### config.mk
export PLATFORM = sky130hd
export DESIGN_NAME = btn_debounce_pulse
export DESIGN_NICKNAME = d
export VERILOG_FILES = /design/src/rtl/btn_debounce_pulse.sv
export SDC_FILE = /design/constraint.sdc
export NUM_CORES = 1
export LEC_CHECK = 0
export CORE_ASPECT_RATIO = 0.8
export CORE_MARGIN = 2
export CORE_UTILIZATION = 56
export DETAILED_ROUTE_END_ITERATION = 8
export PLACE_DENSITY = 0.76
export SYNTH_ARGS = -nofsm -noshare
export SYNTH_HDL_FRONTEND = slang
export SYNTH_SLANG_ARGS = --single-unit
### constraint.sdc
create_clock -name clk -period 2.9 [get_ports clk]
set_clock_uncertainty 0.1 [all_clocks]
set_input_delay 0.29 -clock clk [delete_from_list [all_inputs] [get_ports clk]]
set_output_delay 0.29 -clock clk [all_outputs]
set_load 0.02 [all_outputs]
### src/rtl/btn_debounce_pulse.sv
// Push-button conditioner: synchronizes a raw bouncing input, debounces press and
// release, and emits single-cycle press/repeat/release events with auto-repeat.
module btn_debounce_pulse #(
    parameter int unsigned DEBOUNCE_CYCLES = 1000000,
    parameter int unsigned REPEAT_DELAY    = 50000000,
    parameter int unsigned REPEAT_PERIOD   = 10000000,
    parameter int unsigned REPEAT_EN       = 1
) (
    input  logic clk,
    input  logic reset,
    input  logic btn_in,
    output logic pulse,
    output logic rel_pulse,
    output logic level,
    output logic held
);

    localparam int unsigned MAX_DR = (REPEAT_DELAY > REPEAT_PERIOD) ? REPEAT_DELAY : REPEAT_PERIOD;
    localparam int unsigned MAX_P  = (DEBOUNCE_CYCLES > MAX_DR) ? DEBOUNCE_CYCLES : MAX_DR;
    localparam int          CNT_W  = (MAX_P > 2) ? $clog2(MAX_P) : 1;

    localparam logic [CNT_W-1:0] ONE     = CNT_W'(1);
    localparam logic [CNT_W-1:0] DB_LAST = CNT_W'(DEBOUNCE_CYCLES - 1);
    localparam logic [CNT_W-1:0] RD_LAST = CNT_W'(REPEAT_DELAY - 1);
    localparam logic [CNT_W-1:0] RP_LAST = CNT_W'(REPEAT_PERIOD - 1);

    typedef enum logic [2:0] {
        IDLE,
        PRESS_DB,
        PRESSED,
        REPEAT,
        RELEASE_DB
    } state_t;

    state_t           state;
    logic [CNT_W-1:0] cnt;
    logic [CNT_W-1:0] timer;
    logic             sync_p0;
    logic             btn_s;

    // Two-flop synchronizer; nothing else may look at btn_in.
    always_ff @(posedge clk or posedge reset) begin
        if (reset) begin
            sync_p0 <= 1'b0;
            btn_s   <= 1'b0;
        end else begin
            sync_p0 <= btn_in;
            btn_s   <= sync_p0;
        end
    end

    // A btn_s change always wins over a terminal count reached in the same cycle.
    always_ff @(posedge clk or posedge reset) begin
        if (reset) begin
            state     <= IDLE;
            cnt       <= '0;
            timer     <= '0;
            pulse     <= 1'b0;
            rel_pulse <= 1'b0;
            level     <= 1'b0;
            held      <= 1'b0;
        end else begin
            pulse     <= 1'b0;
            rel_pulse <= 1'b0;
            case (state)
                IDLE: begin
                    if (btn_s) begin
                        state <= PRESS_DB;
                        cnt   <= ONE;
                    end
                end
                PRESS_DB: begin
                    if (!btn_s) begin
                        state <= IDLE;
                        cnt   <= '0;
                    end else if (cnt == DB_LAST) begin
                        state <= PRESSED;
                        cnt   <= '0;
                        timer <= '0;
                        pulse <= 1'b1;
                        level <= 1'b1;
                    end else begin
                        cnt <= cnt + ONE;
                    end
                end
                PRESSED: begin
                    // With repeat disabled the timer is parked so it can never wrap.
                    if (!btn_s) begin
                        state <= RELEASE_DB;
                        cnt   <= ONE;
                    end else if (REPEAT_EN != 0 && timer == RD_LAST) begin
                        state <= REPEAT;
                        timer <= '0;
                        pulse <= 1'b1;
                        held  <= 1'b1;
                    end else if (REPEAT_EN != 0) begin
                        timer <= timer + ONE;
                    end
                end
                REPEAT: begin
                    if (!btn_s) begin
                        state <= RELEASE_DB;
                        cnt   <= ONE;
                        held  <= 1'b0;
                    end else if (timer == RP_LAST) begin
                        timer <= '0;
                        pulse <= 1'b1;
                    end else begin
                        timer <= timer + ONE;
                    end
                end
                RELEASE_DB: begin
                    if (btn_s) begin
                        state <= PRESSED;
                        cnt   <= '0;
                        timer <= '0;
                    end else if (cnt == DB_LAST) begin
                        state     <= IDLE;
                        cnt       <= '0;
                        rel_pulse <= 1'b1;
                        level     <= 1'b0;
                    end else begin
                        cnt <= cnt + ONE;
                    end
                end
                default: begin
                    state <= IDLE;
                    cnt   <= '0;
                    timer <= '0;
                    level <= 1'b0;
                    held  <= 1'b0;
                end
            endcase
        end
    end

endmodule

==> out/results.tsv, run 1 <==
stage	metric	value	unit
power	pwr-share-comb	5.1	%
synth	syn_area	0.003542	mm2
layout	stdcell_count	480	
power	seqPwrFrac	51.6	%
critical_path	worstSetupPathType	flip-flop to flip-flop	
global_route	grt_pass1_wl	13720	um
synth	synth_ff_type	dfrtp_1	
synth	synth_top_area_share	43.09	%
critical_path	reg2reg_from	cnt[0]$_DFFE_PP0P_	
clocking	cts_tree	yes	
floorplan	io_pins	7	
synth	seq_area_frac_synth	43.09	%
layout	utilization	64.77	%
layout	antenna_cells	0	
timing	timing.fmax	0.4050	GHz
synth	ys_types	57	
timing	hold_viol	0	
timing	slew_headroom	37.58	%
synth	yosys-top-cells-area	dfrtp_1 43%, nand4_1 6.2%, nand3_1 4.5%	
detailed_routing	drcViolationCount	0	
floorplan	die_x	92.92	um
floorplan	die_height	75.14	um
detailed_routing	drt-initial-drc-count	314	
critical_path	crit_chain	ha_1, nand4_2, nor3_4, a211oi_2, o21ai_0, o311ai_0	
synth	yosysTopAreaCell	dfrtp_1	
layout	area_growth	9.820	%
global_route	grt.total_usage	25.49	%
placed_design	globalplace.congestion	0.8660	
critical_path	end_kind	flip-flop	
layout	design_area	0.003890	mm2
floorplan	fp-row-count	25	
synth	synth_cells	389	
timing	tightest_slew	0.9345	ns
critical_path	cp-start-kind	flip-flop	
timing	setup_viol	0	
clocking	cts_max_path_buffers	2	
synth	yosys-top-cells-count	61 x dfrtp_1, 35 x nand4_1, 32 x nand3_1, 31 x o21ai_0	
timing	tns	0	ns
layout	nFillCells	485	
synth	synth_edf_count	0	
layout	drive_gt1_share	10.78	%
clocking	hold_buffers	0	
global_route	grt_pass1_vias	2761	
power	p_int	1.339	mW
detailed_routing	avgRoutedWirePerCell	16.94	um
critical_path	ff2ff_path_depth	6	
status	status	finished clean	
power	p_leak	1.523	nW
power	power	1.751	mW
synth	synth-seq-cells	61	
timing	setup_ws	0.4311	ns
detailed_routing	num_vias	3162	
clocking	postCtsSetupRepairBufs	0	
clocking	clock_sinks	61	
detailed_routing	routed_wl	8129	um
flow_run	max-cap-violations	0	
synth	yosysWarnings	0	
timing	period_share	85.13	%
critical_path	r2r_slack	0.43	ns
synth	syn_avg_cell_area	9.106	um2
detailed_routing	ant_nets	0	
hold_path	holdCritPathClass	input port to asynchronous set/reset pin	
global_route	antenna_found_initial	0	
critical_path	crit_fanout	16	
power	power_density	450.0	mW/mm2
placed_design	hpwl	5620	um
critical_path	rr_endpoint	timer[7]$_DFFE_PP0P_	
power	ir_worst_vdd	0.3892	mV
floorplan	start_util	58.98	%
clocking	clkLatencyLatePin	0.34	ns
timing	fin_crit	2.469	ns
global_route	overflow	0	
synth	async_flop_share	100.0	%
timing	slew_viol_final	0	
clocking	path_clk_slew	0.07	ns
placed_design	port_buffers	6	
placed_design	place_ws	0.5090	ns
critical_path	cp_slowest_stage_delay	0.81	ns
critical_path	worstPathArrival	2.56	ns
detailed_routing	via_per_inst	6.588	
synth	yosysMostFrequentCell	dfrtp_1	
timing	hold_slack	0.2508	ns
power	switchingPower	0.4111	mW
clocking	htreeDepth	3	
power	clockPowerShare	43.3	%
placed_design	place_inst	465	
critical_path	crit_required	2.99	ns
clocking	numCtsBuffers	9	
power	power_switching_share	23.49	%
floorplan	dieArea	0.006982	mm2
clocking	cts.repair.resized	0	
critical_path	critPathSlowestCell	a211oi_2	
global_route	grt_max_degree	31	
clocking	ctsRootBufferMaster	clkbuf_8	
synth	synthesis.nets	394	
floorplan	core_area	0.006006	mm2
timing	grt_setup_unrepaired	no	
detailed_routing	firstDrtPassIters	5	
placed_design	placedInstanceArea	0.003691	mm2
layout	num-nets-final	400	
-- cell families (layout without fill, tap and decap cells) --
group | Yosys count | count (layout) | share of synthesized area, %
xor+xnor | 17 | 17 | 4.203
mux | 3 | 3 | 0.8478
compound gates | 85 | 85 | 16.46
flops | 61 | 61 | 43.09
buf+inv | 33 | 43 | 4.097
fa+ha+maj | 3 | 3 | 0.9889
simple gates | 187 | 187 | 30.31
-- worst max path at each step --
| stage | startpoint | slack [ns] | depth (start not counted) | to |
|---|---|---|---|---|
| finish | cnt[0]$_DFFE_PP0P_ | 0.43 | 6 | timer[7]$_DFFE_PP0P_ |
| global route | cnt[0]$_DFFE_PP0P_ | 0.31 | 7 | timer[13]$_DFFE_PP0P_ |
| CTS | cnt[0]$_DFFE_PP0P_ | 0.50 | 7 | timer[21]$_DFFE_PP0P_ |
| detailed placement | cnt[0]$_DFFE_PP0P_ | 0.51 | 7 | timer[25]$_DFFE_PP0P_ |
| global placement | cnt[0]$_DFFE_PP0P_ | 0.54 | 7 | timer[13]$_DFFE_PP0P_ |
| floorplan | cnt[0]$_DFFE_PP0P_ | 0.82 | 6 | cnt[14]$_DFFE_PP0P_ |
-- sequential cells by signal (all words and copies together) (netlist names) --
signal	flops
cnt	26
sync_p0	1
held	1
timer	26
level	1
btn_s	1
rel_pulse	1
state	3
pulse	1
-- cell type report --
type / count / area (um2) / area share [%]
clock buffers: 11 / 151.4 / 3.892
clock inverters: 4 / 47.55 / 1.222
inverters: 10 / 37.54 / 0.9649
multi-input cells: 295 / 1876 / 48.21
flip-flops and latches: 61 / 1526 / 39.24
well taps: 81 / 101.3 / 2.605
repair buffers: 18 / 150.1 / 3.860
-- power by group through the flow --
stage	Clock, mW	Combinational (mW)	Sequential (mW)
4_1_cts	0.777	0.0918	0.903
5_1_grt	0.809	0.105	0.909
6_report	0.757	0.0896	0.904
3_3_place_gp	0	0.0909	0.917
3_5_place_dp	0	0.0914	0.919
2_1_floorplan	0	0.0704	0.910
-- worst max-delay path, delay by kind of cell (launching register included) --
kind	cells	cell delay, ns
compound gates	3	1.27
flops	1	0.43
fa+ha+maj	1	0.28
simple gates	2	0.24
-- cells in the final DEF, fill, tap and decap left out, types with 3 or more instances in the layout --
cell | synthesis | layout
and2_1 | 3 | 3
o311ai_0 | 16 | 16
nand4_1 | 35 | 35
clkbuf_8 | 0 | 11
nor3_1 | 9 | 9
inv_1 | 9 | 8
nor2b_1 | 3 | 3
and3_1 | 7 | 7
nor2_1 | 28 | 28
nor4_1 | 7 | 7
xnor2_1 | 4 | 4
nand2_1 | 28 | 28
nand3_1 | 32 | 32
dfrtp_1 | 61 | 61
xor2_1 | 13 | 13
buf_4 | 0 | 12
a21oi_1 | 9 | 9
a31oi_1 | 9 | 9
or2_2 | 3 | 3
and4_1 | 7 | 7
or3_1 | 4 | 4
clkdlybuf4s50_1 | 0 | 6
mux2i_1 | 3 | 3
nor4b_1 | 3 | 3
a41oi_1 | 3 | 3
o21ai_0 | 31 | 31
-- metal layers --
layer  routed length, um  vias to the layer above  GRT usage, %
met2                3490                      116         35.10
met3                 509                        8         6.406
li1                    -                     1507             -
met1                4048                     1531         39.35
met4                  81                        0         8.333
met5                   0                        -             0
Power figures use the tool's default switching activity.
==> run 2: changes to the inputs <==
ABC_AREA = 1   (was unset)
CTS_BUF_LIST = sky130_fd_sc_hd__clkbuf_8 sky130_fd_sc_hd__clkbuf_16   (was unset)
SKIP_LAST_GASP = 1   (was unset)
==> run 2 against run 1 <==
  * Sequential power up 5.6%
  * Via count grew 31%
  * Synthesized cell count is 64% higher
  * Critical endpoint is now timer[19]$_DFFE_PP0P_
  * Largest power group unchanged
==> out/results.tsv, run 2 <==
stage	metric	value	unit	change
layout	utilization	62.75	%	-2.0 points
synth	syn_area	0.004300	mm2	+21%
floorplan	die_height	82.38	um	+9.6%
detailed_routing	num_vias	4147		+31%
global_route	antenna_found_initial	0		unchanged
critical_path	crit_fanout	22		+6
critical_path	cp_common_cell	nand2_1		
critical_path	crit_chain	ha_1, nand2_1, nor2_2, nand2_2, nor2_4, nand3_4, nand2_4, nand2_4, inv_2, nand2_1, nand2_1, inv_1		
clocking	hold_buffers	0		unchanged
synth	yosysWarnings	0		unchanged
layout	final_common_cell	nand2_1		
clocking	ctsRootBufferMaster	clkbuf_8		
global_route	overflow	0		unchanged
floorplan	dieArea	0.008401	mm2	+20%
layout	top_regs	cnt: 26 flops, timer: 26 flops, state: 3 flops		
global_route	met2_usage	38.42	%	+3.3 points
synth	ys_types	36		-37%
global_route	grt_pass1_vias	3763		+36%
clocking	path_clk_slew	0.07	ns	about the same
critical_path	critPathSlowestCell	dfrtp_1		
timing	tns	0	ns	unchanged
critical_path	cp_slowest_stage_delay	0.39	ns	-0.42 ns
timing	fin_crit	2.302	ns	-0.1669 ns
critical_path	worstSetupPathType	flip-flop to flip-flop		
layout	area_growth	8.379	%	
clocking	numCtsBuffers	9		unchanged
floorplan	io_pins	7		unchanged
timing	grt_setup_unrepaired	no		
timing	period_share	79.38	%	-5.8 points
synth	synth_cells	638		+64%
detailed_routing	routed_wl	11050	um	+36%
global_route	grt_max_degree	25		-19%
hold_path	holdCritPathClass	input port to asynchronous set/reset pin		
clocking	clkLatencyLatePin	0.35	ns	about the same
timing	hold_viol	0		unchanged
layout	mostFrequentLayoutCells	197 x nand2_1, 91 x nor2_1, 70 x inv_1		
timing	setup_viol	0		unchanged
synth	async_flop_share	100.0	%	unchanged
synth	yosys-top-cells-count	197 x nand2_1, 91 x nor2_1, 69 x inv_1, 61 x dfrtp_1, 56 x nand3_1		
critical_path	cp-start-kind	flip-flop		
clocking	cts_tree	yes		
layout	drive_gt1_share	9.077	%	-1.7 points
critical_path	worstPathArrival	2.45	ns	-0.11 ns
global_route	grt_pass1_wl	18720	um	+36%
critical_path	end_kind	flip-flop		
power	p_leak	2.066	nW	+36%
synth	synth_top_area_share	35.50	%	-7.6 points
timing	timing.fmax	0.4344	GHz	+7.2%
detailed_routing	avgRoutedWirePerCell	14.63	um	-14%
detailed_routing	drcViolationCount	0		unchanged
floorplan	start_util	57.90	%	-1.1 points
placed_design	port_buffers	6		unchanged
global_route	top_usage_layer	met1		
power	power_density	567.4	mW/mm2	+26%
placed_design	placedInstanceArea	0.004420	mm2	+20%
status	status	finished clean		
placed_design	globalplace.congestion	0.9636		+11%
synth	syn_avg_cell_area	6.740	um2	-26%
global_route	met3_usage	8.165	%	+1.8 points
clocking	htreeDepth	3		unchanged
detailed_routing	drt-initial-drc-count	431		+37%
clocking	cts_max_path_buffers	2		unchanged
synth	yosysTopAreaCell	dfrtp_1		
detailed_routing	via_per_inst	5.493		-17%
flow_run	max-cap-violations	0		unchanged
detailed_routing	ant_nets	0		unchanged
clocking	cts.repair.resized	0		unchanged
global_route	grt.total_usage	29.21	%	+3.7 points
timing	tightest_slew	0.5532	ns	-0.3813 ns
synth	yosys-top-cells-area	dfrtp_1 35%, nand2_1 17%, nor2_1 7.9%		
layout	design_area	0.004661	mm2	+20%
clocking	postCtsSetupRepairBufs	0		unchanged
synth	yosysMostFrequentCell	nand2_1		
floorplan	die_x	102.0	um	+9.7%
floorplan	core_area	0.007427	mm2	+24%
timing	slew_headroom	63.03	%	+25 points
placed_design	hpwl	8302	um	+48%
timing	slew_viol_final	0		unchanged
critical_path	crit_required	3.05	ns	+0.06 ns
power	ir_worst_vdd	0.3288	mV	-16%
layout	antenna_cells	0		unchanged
layout	num-nets-final	650		+63%
global_route	met1_usage	45.39	%	+6.0 points
floorplan	fp-row-count	28		+12%
clocking	clock_sinks	61		unchanged
synth	synth-seq-cells	61		unchanged
synth	seq_area_frac_synth	35.50	%	-7.6 points
synth	synthesis.nets	643		+63%
detailed_routing	firstDrtPassIters	5		unchanged
synth	synth_edf_count	0		unchanged
synth	synth_ff_type	dfrtp_1		
## run 2: path summary, 6_finish.rpt
| kind | cells past startpoint | start | to | slack [ns] |
|---|---|---|---|---|
| setup / recovery | 12 | cnt[0]$_DFFE_PP0P_ | timer[19]$_DFFE_PP0P_ | 0.60 |
| hold / removal | 2 | reset | cnt[1]$_DFFE_PP0P_ | 0.15 |
| setup reg to reg | 12 | cnt[0]$_DFFE_PP0P_ | timer[19]$_DFFE_PP0P_ | 0.60 |
| hold reg to reg | 0 | sync_p0$_DFF_PP0_ | btn_s$_DFF_PP0_ | 0.25 |
| max in group asynchronous | 3 | reset | timer[17]$_DFFE_PP0P_ | 1.86 |
| min in group clk | 0 | sync_p0$_DFF_PP0_ | btn_s$_DFF_PP0_ | 0.25 |
## run 2: logic make-up after synthesis
logic type | after synthesis | synth area share [%]
AOI/OAI and AO/OA | 56 | 7.012
xor gates and xnor gates | 19 | 3.870
adders and majority gates | 2 | 0.5818
buffers and inverters | 89 | 8.816
DFF | 61 | 35.50
and+or+nand+nor | 411 | 44.22
## run 2: critical path: cells and delay by family, from the launching register on
family | cells | cell delay [ns]
adder cells (fa/ha/maj) | 1 | 0.21
buffers and inverters | 2 | 0.40
flip-flops | 1 | 0.39
AND/OR/NAND/NOR | 9 | 1.08
## run 2: final cells by class
| class | instances | area [um2] |
|---|---|---|
| Timing Repair Buffer | 9 | 82.58 |
| Tap cell | 105 | 131.4 |
| Multi-Input combinational cell | 488 | 2395 |
| Clock buffer | 10 | 137.6 |
| Inverter | 76 | 285.3 |
| Sequential cell | 61 | 1526 |
| Clock inverter | 6 | 102.6 |
| Fill cell | 736 | 2766 |
## run 2: stage by stage
stage	hold slack, ns	worst slack (ns)	cells	total power [mW]
6_report	0.1535	0.5980	755	2.645
5_1_grt	0.1938	0.4188	755	2.784
4_1_cts	0.1607	0.6253	755	2.651
3_5_place_dp	0.2372	0.6808	739	1.719
3_3_place_gp	0.2324	0.7368	739	1.700
2_1_floorplan	0.2214	0.9970	638	1.588
## run 2: layer usage
layer	part of all wire (%)	wire length, um	up-vias
met2	39	4270	186
met5	0	0	-
met1	50	5489	1883
met4	1.3	149	0
met3	10	1139	22
li1	-	-	2056
## run 2: where the power goes
group	total, mW	leakage, nW	internal (mW)	switching (mW)
registers	0.955	0.840	0.896	0.0589
logic	0.758	1.10	0.188	0.570
clock network	0.931	0.129	0.587	0.344
total	2.64	2.07	1.67	0.974
==> run 3: changes to the inputs <==
clock period = 2.3 ns   (was 2.9 ns; I/O delays follow)
==> run 3 against run 2 <==
  * Clock power grew 15%
  * Final cell count up 0.40%
  * Non-clock buffer count increased by 3
  * Global-route usage is 0.70 points lower
  * Power is 23% higher
  * Fmax is 11% higher
  * Sequential power grew 26%
  * First-iteration DRC count shrank 2.8%
  * Die area unchanged
  * Sequential cell count unchanged
  * Register-to-register slack worse by 0.37 ns
  * Largest cell class unchanged
==> out/results.tsv, run 3 (synthesis gave the netlist of run 2 again) <==
stage	metric	value	unit	change
detailed_routing	drcViolationCount	0		unchanged
detailed_routing	via_per_inst	5.470		-0.42%
detailed_routing	avgRoutedWirePerCell	14.49	um	-0.95%
timing	tns	0	ns	unchanged
critical_path	reg2reg_from	cnt[0]$_DFFE_PP0P_		
detailed_routing	drt-initial-drc-count	419		-2.8%
floorplan	die_height	82.38	um	unchanged
detailed_routing	ant_nets	0		unchanged
hold_path	holdCritPathClass	input port to asynchronous set/reset pin		
layout	nFillCells	670		-9.0%
clocking	clock_sinks	61		unchanged
timing	period_share	90.05	%	+11 points
flow_run	max-cap-violations	0		unchanged
placed_design	placedInstanceArea	0.004456	mm2	+0.79%
critical_path	end_kind	flip-flop		
clocking	path_clk_slew	0.08	ns	about the same
timing	fin_crit	2.071	ns	-0.2309 ns
detailed_routing	routed_wl	10990	um	-0.56%
timing	slew_viol_final	0		unchanged
status	status	finished clean		
global_route	grt_pass1_vias	3854		+2.4%
critical_path	worstPathArrival	2.22	ns	-0.23 ns
global_route	grt.total_usage	28.51	%	-0.70 points
power	p_leak	2.063	nW	-0.16%
layout	antenna_cells	0		unchanged
floorplan	core_area	0.007427	mm2	unchanged
critical_path	r2r_slack	0.23	ns	-0.37 ns
clocking	cts_tree	yes		
critical_path	rr_endpoint	timer[19]$_DFFE_PP0P_		
critical_path	crit_family	simple AND/OR/NAND/NOR gates		
clocking	cts_max_path_buffers	2		unchanged
layout	final_common_cell	nand2_1		
timing	slew_headroom	70.00	%	+7.0 points
timing	tightest_slew	0.4493	ns	-0.1039 ns
clocking	numCtsBuffers	9		unchanged
floorplan	start_util	57.90	%	unchanged
timing	hold_slack	0.09946	ns	-0.05400 ns
global_route	antenna_found_initial	0		unchanged
critical_path	crit_required	2.45	ns	-0.60 ns
global_route	overflow	0		unchanged
critical_path	cp-start-kind	flip-flop		
detailed_routing	firstDrtPassIters	5		unchanged
global_route	grt_max_degree	44		+76%
layout	design_area	0.004669	mm2	+0.19%
critical_path	crit_fanout	21		-4.5%
global_route	grt_pass1_wl	18510	um	-1.1%
clocking	cts.repair.resized	0		unchanged
critical_path	ff2ff_path_depth	12		unchanged
floorplan	dieArea	0.008401	mm2	unchanged
placed_design	globalplace.congestion	0.9616		-0.21%
placed_design	port_buffers	6		unchanged
critical_path	path_buf_inv	2		unchanged
clocking	htreeDepth	3		unchanged
timing	setup_viol	0		unchanged
critical_path	crit_chain	ha_1, nand2_1, nor2_2, nand2_2, nor2_4, nand3_4, nand2_4, nand2_4, inv_2, nand2_1, nand2_1, inv_1		
clocking	hold_buffers	0		unchanged
layout	num-nets-final	653		+0.46%
power	ir_worst_vdd	0.3538	mV	+7.6%
floorplan	die_x	102.0	um	unchanged
clocking	ctsRootBufferMaster	clkbuf_8		
clocking	clkLatencyLatePin	0.35	ns	about the same
timing	grt_setup_unrepaired	no		
critical_path	critPathSlowestCell	dfrtp_1		
timing	timing.fmax	0.4828	GHz	+11%
critical_path	cp_common_cell	nand2_1		
critical_path	worstSetupPathType	flip-flop to flip-flop		
layout	drive_gt1_share	9.801	%	+0.72 points
layout	mostFrequentLayoutCells	197 x nand2_1, 91 x nor2_1, 68 x inv_1		
layout	top_regs	cnt: 26 flops, timer: 26 flops, state: 3 flops		
timing	hold_viol	0		unchanged
power	power_density	695.7	mW/mm2	+23%
clocking	postCtsSetupRepairBufs	0		unchanged
critical_path	cp_slowest_stage_delay	0.40	ns	about the same
floorplan	fp-row-count	28		unchanged
detailed_routing	num_vias	4146		-0.024%
layout	area_growth	8.583	%	
placed_design	hpwl	8156	um	-1.8%
floorplan	io_pins	7		unchanged
-- run 3: changes by cell type in the layout (fill, tap and decap cells not counted), sizes merged --
| cell | change |
|---|---|
| inv | -2 |
| clkinv | +2 |
| bufinv | -1 |
| clkinvlp | +2 |
| clkbuf | -1 |
| buf | +3 |
-- run 3: layer usage --
layer  up-vias  wire, um  global-route usage (%)
met4         0        93                   7.333
li1       2052         -                       -
met5         -         0                       0
met3        13      1142                   9.007
met2       186      4458                   39.28
met1      1895      5292                   42.77
-- run 3: worst max path at each step --
stage | cells past startpoint | startpoint | slack (ns) | end
global route | 12 | cnt[1]$_DFFE_PP0P_ | 0.09 | timer[19]$_DFFE_PP0P_
CTS | 11 | cnt[0]$_DFFE_PP0P_ | 0.24 | timer[15]$_DFFE_PP0P_
global placement | 12 | cnt[0]$_DFFE_PP0P_ | 0.33 | timer[19]$_DFFE_PP0P_
floorplan | 1 | reset | 0.46 | btn_s$_DFF_PP0_
finish | 12 | cnt[0]$_DFFE_PP0P_ | 0.23 | timer[19]$_DFFE_PP0P_
detailed placement | 11 | cnt[0]$_DFFE_PP0P_ | 0.26 | timer[20]$_DFFE_PP0P_
-- run 3: layout make-up --
class / instances / area [um2] / area share (%)
sequential: 61 / 1526 / 32.69
inverter: 76 / 285.3 / 6.109
multi-input combinational: 488 / 2395 / 51.29
clock inverter: 7 / 90.09 / 1.929
clock buffer: 9 / 123.9 / 2.653
tap: 105 / 131.4 / 2.814
timing repair buffer: 12 / 117.6 / 2.519
-- run 3: through the flow --
step | total power [mW] | utilization [%] | worst slack (ns) | instances
floorplan | 2.003 | - | 0.4570 | 638
CTS | 3.244 | 62.87 | 0.2421 | 758
detailed placement | 2.184 | 59.99 | 0.2603 | 742
global route | 3.405 | 62.87 | 0.09097 | 758
finish | 3.248 | 62.87 | 0.2289 | 758
global placement | 2.167 | 59.99 | 0.3330 | 742
-- run 3: power by group --
part / total (mW) / switching (mW) / internal (mW)
Combinational: 0.981 / 0.726 / 0.255
Sequential: 1.20 / 0.0709 / 1.13
Clock: 1.07 / 0.463 / 0.604
Total: 3.25 / 1.26 / 1.99
